$ cat src/rtl/piso_tx_sched.sv
// piso_tx_sched: one round-robin arbitrated parallel-in/serial-out transmitter.
// Several producers present DW-bit words. One word is granted at a time,
// captured, and shifted out MSB-first, with each bit held for DIV clocks.
// Frame timing: IDLE (arbitrate) -> SHIFT (DW*DIV cycles) -> GAP (1 cycle).
//
// Handshake: a requester raises req[i] (a level) and holds req[i] and its
// din slice stable until ack[i] pulses. The ack pulse comes in the same cycle
// as the first serial bit. din is captured at the grant edge, so later changes
// are ignored. A req still high after ack counts as a new request.
// req is sampled only while the FSM is in IDLE.
//
// All outputs are registered. state_dbg exposes the FSM state
// (0=IDLE, 1=SHIFT, 2=GAP).
module piso_tx_sched #(
  parameter int NREQ = 4,
  parameter int DW   = 8,
  parameter int DIV  = 2,
  parameter int IW   = 2
) (
  input  logic                 clk,
  input  logic                 rst,
  input  logic [NREQ-1:0]      req,
  input  logic [NREQ*DW-1:0]   din,
  output logic [NREQ-1:0]      ack,
  output logic [IW-1:0]        src_id,
  output logic                 busy,
  output logic                 dout,
  output logic                 dout_vld,
  output logic                 frame_done,
  output logic [1:0]           state_dbg
);

  localparam int IXW = (DW > 1) ? $clog2(DW) : 1;
  localparam int DVW = (DIV > 1) ? $clog2(DIV) : 1;

  typedef enum logic [1:0] {
    ST_IDLE  = 2'd0,
    ST_SHIFT = 2'd1,
    ST_GAP   = 2'd2
  } state_e;

  state_e          state_q;
  logic [DW-1:0]   shreg_q;
  logic [IXW-1:0]  idx_q;
  logic [DVW-1:0]  div_q;
  logic [IW-1:0]   last_q;
  logic [NREQ-1:0] ack_q;
  logic [IW-1:0]   src_q;
  logic            busy_q;
  logic            dout_q;
  logic            vld_q;
  logic            fd_q;

  // Arbiter candidates: the lowest set requester above the pointer, and the lowest one at or below it
  logic            hit_hi;
  logic            hit_lo;
  logic [IW-1:0]   win_hi;
  logic [IW-1:0]   win_lo;
  logic [DW-1:0]   word_hi;
  logic [DW-1:0]   word_lo;
  logic [IW-1:0]   grant_d;
  logic [DW-1:0]   word_d;
  logic [NREQ-1:0] ack_d;
  logic            div_last;

  // Round-robin search: the loop runs downward, so the last match is the lowest index in each half
  always_comb begin
    hit_hi  = 1'b0;
    hit_lo  = 1'b0;
    win_hi  = '0;
    win_lo  = '0;
    word_hi = '0;
    word_lo = '0;
    for (int i = NREQ - 1; i >= 0; i--) begin
      if (req[i]) begin
        if (i > int'(last_q)) begin
          hit_hi  = 1'b1;
          win_hi  = IW'(i);
          word_hi = din[i*DW +: DW];
        end else begin
          hit_lo  = 1'b1;
          win_lo  = IW'(i);
          word_lo = din[i*DW +: DW];
        end
      end
    end
  end

  assign grant_d  = hit_hi ? win_hi : win_lo;
  assign word_d   = hit_hi ? word_hi : word_lo;
  assign ack_d    = {{(NREQ-1){1'b0}}, 1'b1} << grant_d;
  assign div_last = (div_q == DVW'(DIV - 1));

  // Single FSM: the grant, the bit/divider counters and all registered outputs
  always_ff @(posedge clk or negedge rst) begin
    if (!rst) begin
      state_q <= ST_IDLE;
      shreg_q <= '0;
      idx_q   <= IXW'(DW - 1);
      div_q   <= '0;
      last_q  <= IW'(NREQ - 1);
      ack_q   <= '0;
      src_q   <= '0;
      busy_q  <= 1'b0;
      dout_q  <= 1'b0;
      vld_q   <= 1'b0;
      fd_q    <= 1'b0;
    end else begin
      ack_q <= '0;
      case (state_q)
        ST_IDLE: begin
          if (|req) begin
            state_q <= ST_SHIFT;
            shreg_q <= word_d;
            last_q  <= grant_d;
            src_q   <= grant_d;
            ack_q   <= ack_d;
            idx_q   <= IXW'(DW - 1);
            div_q   <= '0;
            busy_q  <= 1'b1;
            dout_q  <= word_d[DW-1];
            vld_q   <= 1'b1;
          end
        end
        ST_SHIFT: begin
          if (div_last) begin
            if (idx_q == '0) begin
              state_q <= ST_GAP;
              fd_q    <= 1'b1;
              dout_q  <= 1'b0;
              vld_q   <= 1'b0;
            end else begin
              idx_q  <= idx_q - 1'b1;
              div_q  <= '0;
              dout_q <= shreg_q[idx_q - 1'b1];
            end
          end else begin
            div_q <= div_q + 1'b1;
          end
        end
        ST_GAP: begin
          state_q <= ST_IDLE;
          fd_q    <= 1'b0;
          busy_q  <= 1'b0;
        end
        default: begin
          state_q <= ST_IDLE;
          fd_q    <= 1'b0;
          busy_q  <= 1'b0;
          dout_q  <= 1'b0;
          vld_q   <= 1'b0;
        end
      endcase
    end
  end

  assign ack        = ack_q;
  assign src_id     = src_q;
  assign busy       = busy_q;
  assign dout       = dout_q;
  assign dout_vld   = vld_q;
  assign frame_done = fd_q;
  assign state_dbg  = state_q;

endmodule

$ cat config.mk
export PLATFORM = sky130hd
export DESIGN_NAME = piso_tx_sched
export DESIGN_NICKNAME = d
export VERILOG_FILES = /design/src/rtl/piso_tx_sched.sv
export SDC_FILE = /design/constraint.sdc
export NUM_CORES = 1
export LEC_CHECK = 0
export CORE_MARGIN = 2
export CORE_UTILIZATION = 50
export CTS_BUF_LIST = sky130_fd_sc_hd__clkbuf_4
export DETAILED_ROUTE_END_ITERATION = 8
export GPL_ROUTABILITY_DRIVEN = 0
export HOLD_SLACK_MARGIN = 0.08
export PLACE_DENSITY_LB_ADDON = 0.08
export SYNTH_ARGS = -nofsm -noshare
export SYNTH_HDL_FRONTEND = slang
export SYNTH_SLANG_ARGS = --single-unit
$ cat constraint.sdc
create_clock -name clk -period 2 [get_ports clk]
set_input_delay 0.3 -clock clk [delete_from_list [all_inputs] [get_ports clk]]
set_output_delay 0.3 -clock clk [all_outputs]
set_load 0.02 [all_outputs]
# After elaboration in Yosys (flattened, before gate mapping)
# Cells that the tools add are included.
# classes
n_addsub	2
magnitude_cmp	4
n_eq_ne	6
n_shift	1
mux	62
n_bitwise	3
n_reduce_logical	12
# ops
operator	n
2-to-1 mux 8 bit	14
2-to-1 mux 2 bit	17
2-to-1 mux 1 bit	18
2-to-1 mux 3 bit	3
AND reduction 3 bit	3
2-to-1 mux 4 bit	2
!= test 2 bit (second input constant)	4
AND reduction 4 bit	2
one-hot mux 1 bit (2 select lines)	3
one-hot mux 1 bit (3 select lines)	2
one-hot mux 3 bit (2 select lines)	1
AND reduction 2 bit	3
> comparator 2 bit (first input constant)	2
< comparator 3 x 4 -> 1 bit (second input constant)	1
one-hot mux 2 bit (2 select lines)	1
OR reduction 4 bit	1
left shift 1 x 2 -> 4 bit (first input constant)	1
binary-select mux 1 bit (select 3 bit)	1
zero test 3 bit	1
NOT 1 bit	3
subtractor 3 x 1 -> 3 bit (second input constant)	1
== test 2 x 1 -> 1 bit (second input constant)	1
== test 2 bit (second input constant)	1
> comparator 1 x 2 -> 1 bit (first input constant)	1
other kinds (3)	3
# totals
reg_bits	26
input_bits	38
out_inout_bits	12
elab_cells	101

# Logic depth before layout (Yosys ltp)
# Gate-level depths: netlist of run 1.
# logic_depth
word_depth	12
ltp_mapped	6
depth_no_buf	6

# Least setup slack after synthesis of run 1
# Ideal clock, no wire load.
# synth_path
path_type	flip-flop to flip-flop
from	register idx_q[0]
to	register dout_q (netlist: dout)
setup_ns	0.130
t_arrival_ns	1.697
t_required_ns	1.870
path_slack_ns	0.173
path_stages_with_launch	7
path_cell_list	dfstp_2 inv_1 ha_1 mux4_2 mux2_2 a32oi_1 o21ai_0
# synth_between
elab_chain_cells	6
word_cells_on_any_way	7
# synth_rtl
item	line	text
start: declaration	44	logic [IXW-1:0] idx_q;
start signal: assignment	99	idx_q <= IXW'(DW - 1);
start signal: assignment	118	idx_q <= IXW'(DW - 1);
start signal: assignment	133	idx_q <= idx_q - 1'b1;
subtractor 3 x 1 -> 3 bit	135	dout_q <= shreg_q[idx_q - 1'b1];
binary-select mux 1 bit (select 3 bit)	135	
2-to-1 mux 1 bit (not written as such)	135	
2-to-1 mux 1 bit *	127	if (idx_q == '0) begin
2-to-1 mux 1 bit *	126	if (div_last) begin
one-hot mux 1 bit (3 select lines) *	110	case (state_q)
end signal: assignment	121	dout_q <= word_d[DW-1];
end signal: assignment	135	
end: declaration	50	logic dout_q;
# Mark *: on every way between the ends. The rest lies on a longest branch, timed or not. The select of a mux whose other input is x is not followed.
# A chain may end at the register's enable or synchronous reset.

# Worst setup path in the final report of run 1
# Same ends and word-level chain as after synthesis.

==> impl_metrics.csv, run 1 <==
group,metric,value,unit
global_route,grt_first_pass_wirelength,7820,um
sta,hold_viol,0,
power_and_ir_drop,pwr-share-seq,33.9,%
min_path,holdCritPathClass,"input port to async pin",
yosys,synthAdderAreaFrac,1.41,%
sta,slew_headroom,72.6,%
drt,route.detailed.drc,0,
sta,period_needed,1.90,ns
setup_path,r2r_end,"dout",
sta,setup_tns,0,ns
setup_path,arrival,2.11,ns
power_and_ir_drop,comb_power_share,54.7,%
drt,first_pass_iters,5,
global_route,antenna_found_initial,0,
setup_path,reg2reg_depth,6,
run_status,status,"completed",
clock_tree,clock_latency,0.32,ns
power_and_ir_drop,finalPower,3.08,mW
yosys,syn_area,0.00178,mm^2
layout,regArea,657,um^2
yosys,syn_inst,200,
sta,fin_skew,0.00747,ns
sta,setup-violations-final,0,
flow_run,drv_cap,0,
die,fp-row-count,21,
setup_path,crit_path_max_incr_delay,0.56,ns
setup_path,reg2reg_slack,0.1,ns
drt,drt-initial-drc-count,103,
yosys,yosys.cell_types.count,49,
layout,utilization,71.7,%
yosys,yosysSeqAreaShare,36.9,%
yosys,yosys.area_share.simple,23.9,%
setup_path,cp_max_fo,4,
setup_path,startpoint,"idx_q[0]",
drt,wl_per_cell,15.7,um
clock_tree,clockBufferDepth,2,
layout,multiInputGateArea,0.00102,mm^2
place,port_buffers,49,
power_and_ir_drop,power.internal,1.87,mW
place,dp_hpwl,3750,um
yosys,synth_area_leaders,"dfrtp_1 (30%), dfstp_2 (7.4%), nor2_1 (4.2%)",
layout,fill_cells,262,
setup_path,r2r-start,"idx_q[0]",
setup_path,critPathKind,"register to register",
die,initial_utilization,52.5,%
yosys,ys.flop_type,"dfrtp_1",
yosys,synth_async_sr_flop_share,100,%
sta,slew_violations,0,
clock_tree,cts.reportedPaths.clkPinSlew,0.14,ns
global_route,gr-total-overflow,0,
global_route,grt_max_degree,27,
setup_path,cpMaxStageDelayCell,"dfstp_2",
clock_tree,cts_tree,"built",
sta,grt_setup_unrepaired,"false",
yosys,synth-xor-area-share,0.492,%
yosys,synthTopCellsByCount,"dfrtp_1 (21), nor2_1 (20), nand2_1 (18), o21ai_0 (11), a21oi_1 (8)",
power_and_ir_drop,vdd_drop_max,919,uV
yosys,synth_top_area_share,29.5,%
global_route,grt_usage,24.0,%
power_and_ir_drop,power_density,1270,mW/mm^2
setup_path,critPathTopFamily,"multiplexers",
setup_path,path_buf_inv,1,
die,num_io_pins,50,
setup_path,cp.required,2.21,ns
yosys,synth_seq_cells,26,
yosys,synth_mux_area_share,5.56,%
yosys,synth_edf_count,0,
clock_tree,cts_root_buf,"clkbuf_4",
die,die_area,0.00405,mm^2
die,die_y,63.7,um
layout,area_delta_synth_final,36.5,%
drt,vias_per_cell,6.06,
yosys,synth_top_family_by_area,"compound AO/OA/AOI/OAI gates",
yosys,synth-compound-area-share,26.2,%
die,fp.dieW,63.7,um
sta,post-route-period-util,95.1,%
die,core_area,0.00339,mm^2
yosys,yosysTopAreaCell,"dfrtp_1",
clock_tree,htree_levels,1,
drt,drt-total-wl,4730,um
power_and_ir_drop,power_frac_clock,11.4,%
sta,tightest_slew,0.411,ns
drt,vias,1823,
clock_tree,cts.sinks,26,
power_and_ir_drop,leakage,1.04,nW
power_and_ir_drop,swShare,39.2,%
sta,fmax,0.526,GHz
setup_path,worstPathCellList,"inv_1 > ha_1 > mux4_2 > mux2_2 > a32oi_1 > o21ai_0",
global_route,grt_pass1_vias,1744,
power_and_ir_drop,p_sw,1.21,mW
yosys,synth_most_common_cell,"dfrtp_1",
yosys,syn_nets,240,
drt,ant_nets,0,
yosys,synth_warnings,0,
layout,final_nets,296,
setup_path,endpoint_kind,"register",
clock_tree,numCtsBuffers,3,
yosys,syn_area_per_cell,8.90,um^2
setup_path,start_kind,"register",
layout,antenna_cells,0,
layout,drive_gt1_share,13.7,%
-- sequential cells by signal, indices dropped and copies added, names as in the netlist --
signal	count
idx_q	3
dout_vld	1
state_dbg	2
dout	1
div_last	1
shreg_q	8
src_id	2
ack	4
busy	1
last_q	2
frame_done	1
-- area by class of cell --
type,instances,area share (%)
Tap cell,46,2.37
Multi-Input combinational cell,153,42.2
Timing Repair Buffer,65,25.1
Clock buffer,3,0.927
Inverter,7,1.08
Sequential cell,26,27.0
Clock inverter,1,1.24
-- cell usage in the layout (no fill, tap or decap), types with 3 or more instances in the layout --
| cell type | netlist | layout |
|---|---|---|
| and3_1 | 3 | 3 |
| nand2_1 | 18 | 18 |
| a21o_1 | 5 | 5 |
| nand3_1 | 6 | 6 |
| nor2_1 | 20 | 20 |
| clkbuf_4 | 0 | 3 |
| buf_4 | 1 | 16 |
| o311ai_1 | 5 | 5 |
| o211ai_1 | 7 | 7 |
| a311o_1 | 6 | 6 |
| inv_1 | 7 | 7 |
| a21oi_1 | 8 | 8 |
| a221oi_1 | 5 | 5 |
| and3b_1 | 5 | 5 |
| dfstp_2 | 5 | 5 |
| dfrtp_1 | 21 | 21 |
| clkdlybuf4s50_1 | 0 | 49 |
| nor2b_1 | 7 | 7 |
| nand2b_1 | 7 | 7 |
| o21ai_0 | 11 | 11 |
| a31oi_1 | 4 | 4 |
| mux2_2 | 3 | 3 |
-- how the worst max path moves through the flow --
| stage | to | slack [ns] | cells past startpoint |
|---|---|---|---|
| floorplan | dout | 0.17 | 6 |
| global placement | dout | 0.02 | 7 |
| detailed placement | shreg_q[5] | -0.16 | 6 |
| CTS | dout | 0.009 | 6 |
| global route | dout | 0.01 | 6 |
| finish | dout | 0.1 | 6 |
-- metal layers --
metal / part of all wire, % / vias to the layer above / wire, um / global-route usage, %
met5: 0 / - / 0 / 0
met4: 1.5 / 0 / 70 / 5.16
met3: 6.6 / 10 / 311 / 4.29
met2: 50 / 87 / 2380 / 41.3
met1: 42 / 866 / 1970 / 31.4
li1: - / 860 / - / -
-- per-stage QoR --
| stage | cell area, um^2 | std cells | worst slack [ns] | hold WS, ns |
|---|---|---|---|---|
| after floorplan | 1780 | 200 | 0.173 | 0.00441 |
| after global placement | 2370 | 296 | 0.0227 | 0.477 |
| after detailed placement | 2370 | 296 | -0.158 | 0.475 |
| after CTS | 2420 | 300 | 0.00913 | 0.335 |
| after global routing | 2430 | 301 | 0.0149 | 0.337 |
| final | 2430 | 301 | 0.0976 | 0.333 |
-- logic make-up after synthesis --
logic type / count (synthesis)
AND/OR/NAND/NOR: 79
adder cells (fa/ha/maj): 2
XOR/XNOR: 1
AO/OA/AOI/OAI: 64
flip-flops: 26
multiplexers: 7
buffers and inverters: 21
-- power by group through the flow --
stage | Sequential, mW | Combinational, mW | Clock (mW)
after floorplan | 1.01 | 1.13 | 0
after global placement | 1.04 | 1.60 | 0
after detailed placement | 1.06 | 1.65 | 0
after CTS | 1.05 | 1.66 | 0.356
after global routing | 1.08 | 1.84 | 0.386
final | 1.04 | 1.69 | 0.350
-- repair_timing --
action | in CTS | in global routing
resized for setup | 0 | 0
hold buffers | 0 | 0
setup buffers | 0 | 1
setup endpoints to repair | 0 | 1
Note: power is estimated with default switching activity, not from simulation.
==> run 2, diff against run 1 <==
- CORE_UTILIZATION: 50 -> 53
- clock period: 2 -> 2.39 ns (I/O delays scaled with it)
==> run 2 against run 1 <==
  * Die area fell by 5.3%
  * Clock-buffer cell count unchanged
  * Combinational power down 22%
  * Core utilization fell by 0.34 points
  * Cell count decreased by 2.7%
  * Total power decreased by 23%
  * Clock power decreased by 49%
  * Sequential share of layout area increased by 1.0 points
==> impl_metrics.csv, run 2 (synthesis results as in run 1) <==
group,metric,value,unit
setup_path,cpMaxStageDelayCell,"dfstp_2",
global_route,antenna_found_initial,0,
layout,antenna_cells,0,
sta,hold-worst-slack,0.387,ns
die,core_area,0.00328,mm^2
setup_path,reg2reg_depth,6,
drt,drt-initial-drc-count,71,
flow_run,drv_cap,0,
sta,slew_headroom,74.5,%
layout,fill_cells,267,
global_route,grt_first_pass_wirelength,6960,um
layout,final_cells,293,
place,port_buffers,49,
clock_tree,htree_levels,1,
layout,area_delta_synth_final,31.6,%
setup_path,reg2reg_slack,0.43,ns
place,dp_hpwl,3580,um
setup_path,start_kind,"register",
place,pre_cts_ws,0.163,ns
layout,mostFrequentLayoutCells,"clkdlybuf4s50_1 (49), dfrtp_1 (21), nor2_1 (20), nand2_1 (18), o21ai_0 (11)",
die,num_io_pins,50,
die,initial_utilization,54.2,%
drt,vias,1730,
die,fp-row-count,21,
clock_tree,numCtsBuffers,3,
place,dp_cells,289,
power_and_ir_drop,power_frac_clock,7.5,%
clock_tree,cts_tree,"built",
layout,final_nets,288,
clock_tree,cts.reportedPaths.clkPinSlew,0.13,ns
power_and_ir_drop,power.internal,1.40,mW
global_route,grt_max_degree,27,
power_and_ir_drop,power_density,1010,mW/mm^2
layout,regArea,657,um^2
drt,wl_per_cell,14.9,um
layout,multiInputGateArea,0.00102,mm^2
layout,fin_area,0.00234,mm^2
min_path,holdCritPathClass,"input port to async pin",
clock_tree,cts_resized,0,
setup_path,path_buf_inv,1,
layout,drive_gt1_share,10.5,%
setup_path,critPathTopFamily,"flip-flops",
clock_tree,hold_buffers,0,
sta,setup_tns,0,ns
global_route,gr-total-overflow,0,
clock_tree,clock_latency,0.31,ns
sta,fmax,0.509,GHz
place,dpl_cell_area,0.00232,mm^2
sta,setup-violations-final,0,
setup_path,crit_path_max_incr_delay,0.58,ns
clock_tree,post_cts_buffers,0,
global_route,grt_usage,24.1,%
sta,post-route-period-util,82.2,%
sta,slew_violations,0,
power_and_ir_drop,pwr-share-seq,36.7,%
setup_path,r2r-start,"idx_q[0]",
drt,first_pass_iters,4,
sta,fin_skew,0.00570,ns
drt,vias_per_cell,5.90,
sta,tightest_slew,0.381,ns
setup_path,worstPathCellList,"inv_1 > ha_1 > mux4_2 > mux2_2 > a32oi_1 > o21ai_0",
setup_path,arrival,2.16,ns
setup_path,endpoint_kind,"register",
power_and_ir_drop,swShare,40.9,%
setup_path,cp_max_fo,4,
setup_path,r2r_end,"dout",
clock_tree,clockBufferDepth,2,
power_and_ir_drop,comb_power_share,55.8,%
sta,hold_viol,0,
layout,largest_reg_flops,8,
sta,setup_slack,0.426,ns
sta,period_needed,1.96,ns
run_status,status,"completed",
power_and_ir_drop,vdd_drop_max,362,uV
global_route,grt_pass1_vias,1612,
setup_path,cp.required,2.59,ns
power_and_ir_drop,p_sw,967,uW
setup_path,critPathKind,"register to register",
drt,drt-total-wl,4380,um
clock_tree,cts_root_buf,"clkbuf_4",
layout,layout_commonest_cell,"clkdlybuf4s50_1",
die,die_y,61.9,um
clock_tree,cts.sinks,26,
layout,regMostFlops,"shreg_q",
die,fp.dieW,61.9,um
power_and_ir_drop,leakage,0.985,nW
die,die_area,0.00384,mm^2
drt,ant_nets,0,
drt,route.detailed.drc,0,
sta,grt_setup_unrepaired,"false",
[run 2: changes by cell type in the layout (fill, tap and decap cells not counted)]
cell       change
buf_4          -8
bufinv_16      -1
clkinv_1       +1
[run 2: worst max path at each step]
stage,startpoint,end,slack [ns],depth (start not counted)
after global placement,req[1],dout,0.29,6
after floorplan,idx_q[0],dout,0.56,6
after global routing,idx_q[0],dout,0.33,6
final,idx_q[0],dout,0.43,6
after CTS,idx_q[0],dout,0.40,6
after detailed placement,req[1],dout,0.16,6
[run 2: power groups by stage]
stage	logic, mW	clock network (mW)	registers (mW)
6_report	1.32	0.177	0.869
5_1_grt	1.45	0.201	0.903
4_1_cts	1.33	0.182	0.869
3_5_place_dp	1.32	0	0.879
3_3_place_gp	1.27	0	0.866
2_1_floorplan	0.944	0	0.847
[run 2: area by class of cell]
| type | count | area share [%] |
|---|---|---|
| Tap cell | 46 | 2.46 |
| Clock buffer | 3 | 0.962 |
| Inverter | 7 | 1.12 |
| Clock inverter | 1 | 0.160 |
| Timing Repair Buffer | 57 | 23.5 |
| Multi-Input combinational cell | 153 | 43.7 |
| Sequential cell | 26 | 28.0 |
[run 2: metal layers]
layer / wire (um) / up-vias / track usage [%]
met1: 1840 / 818 / 29.4
li1: - / 844 / -
met4: 48 / 0 / 7.29
met2: 2300 / 62 / 44.9
met5: 0 / - / 0
met3: 195 / 6 / 1.45
[run 2: per-stage QoR]
stage	utilization (%)	total power [mW]
final	71.3	2.37
after global routing	71.3	2.56
after CTS	71.3	2.38
after floorplan	-	1.79
after detailed placement	70.5	2.20
after global placement	70.5	2.14
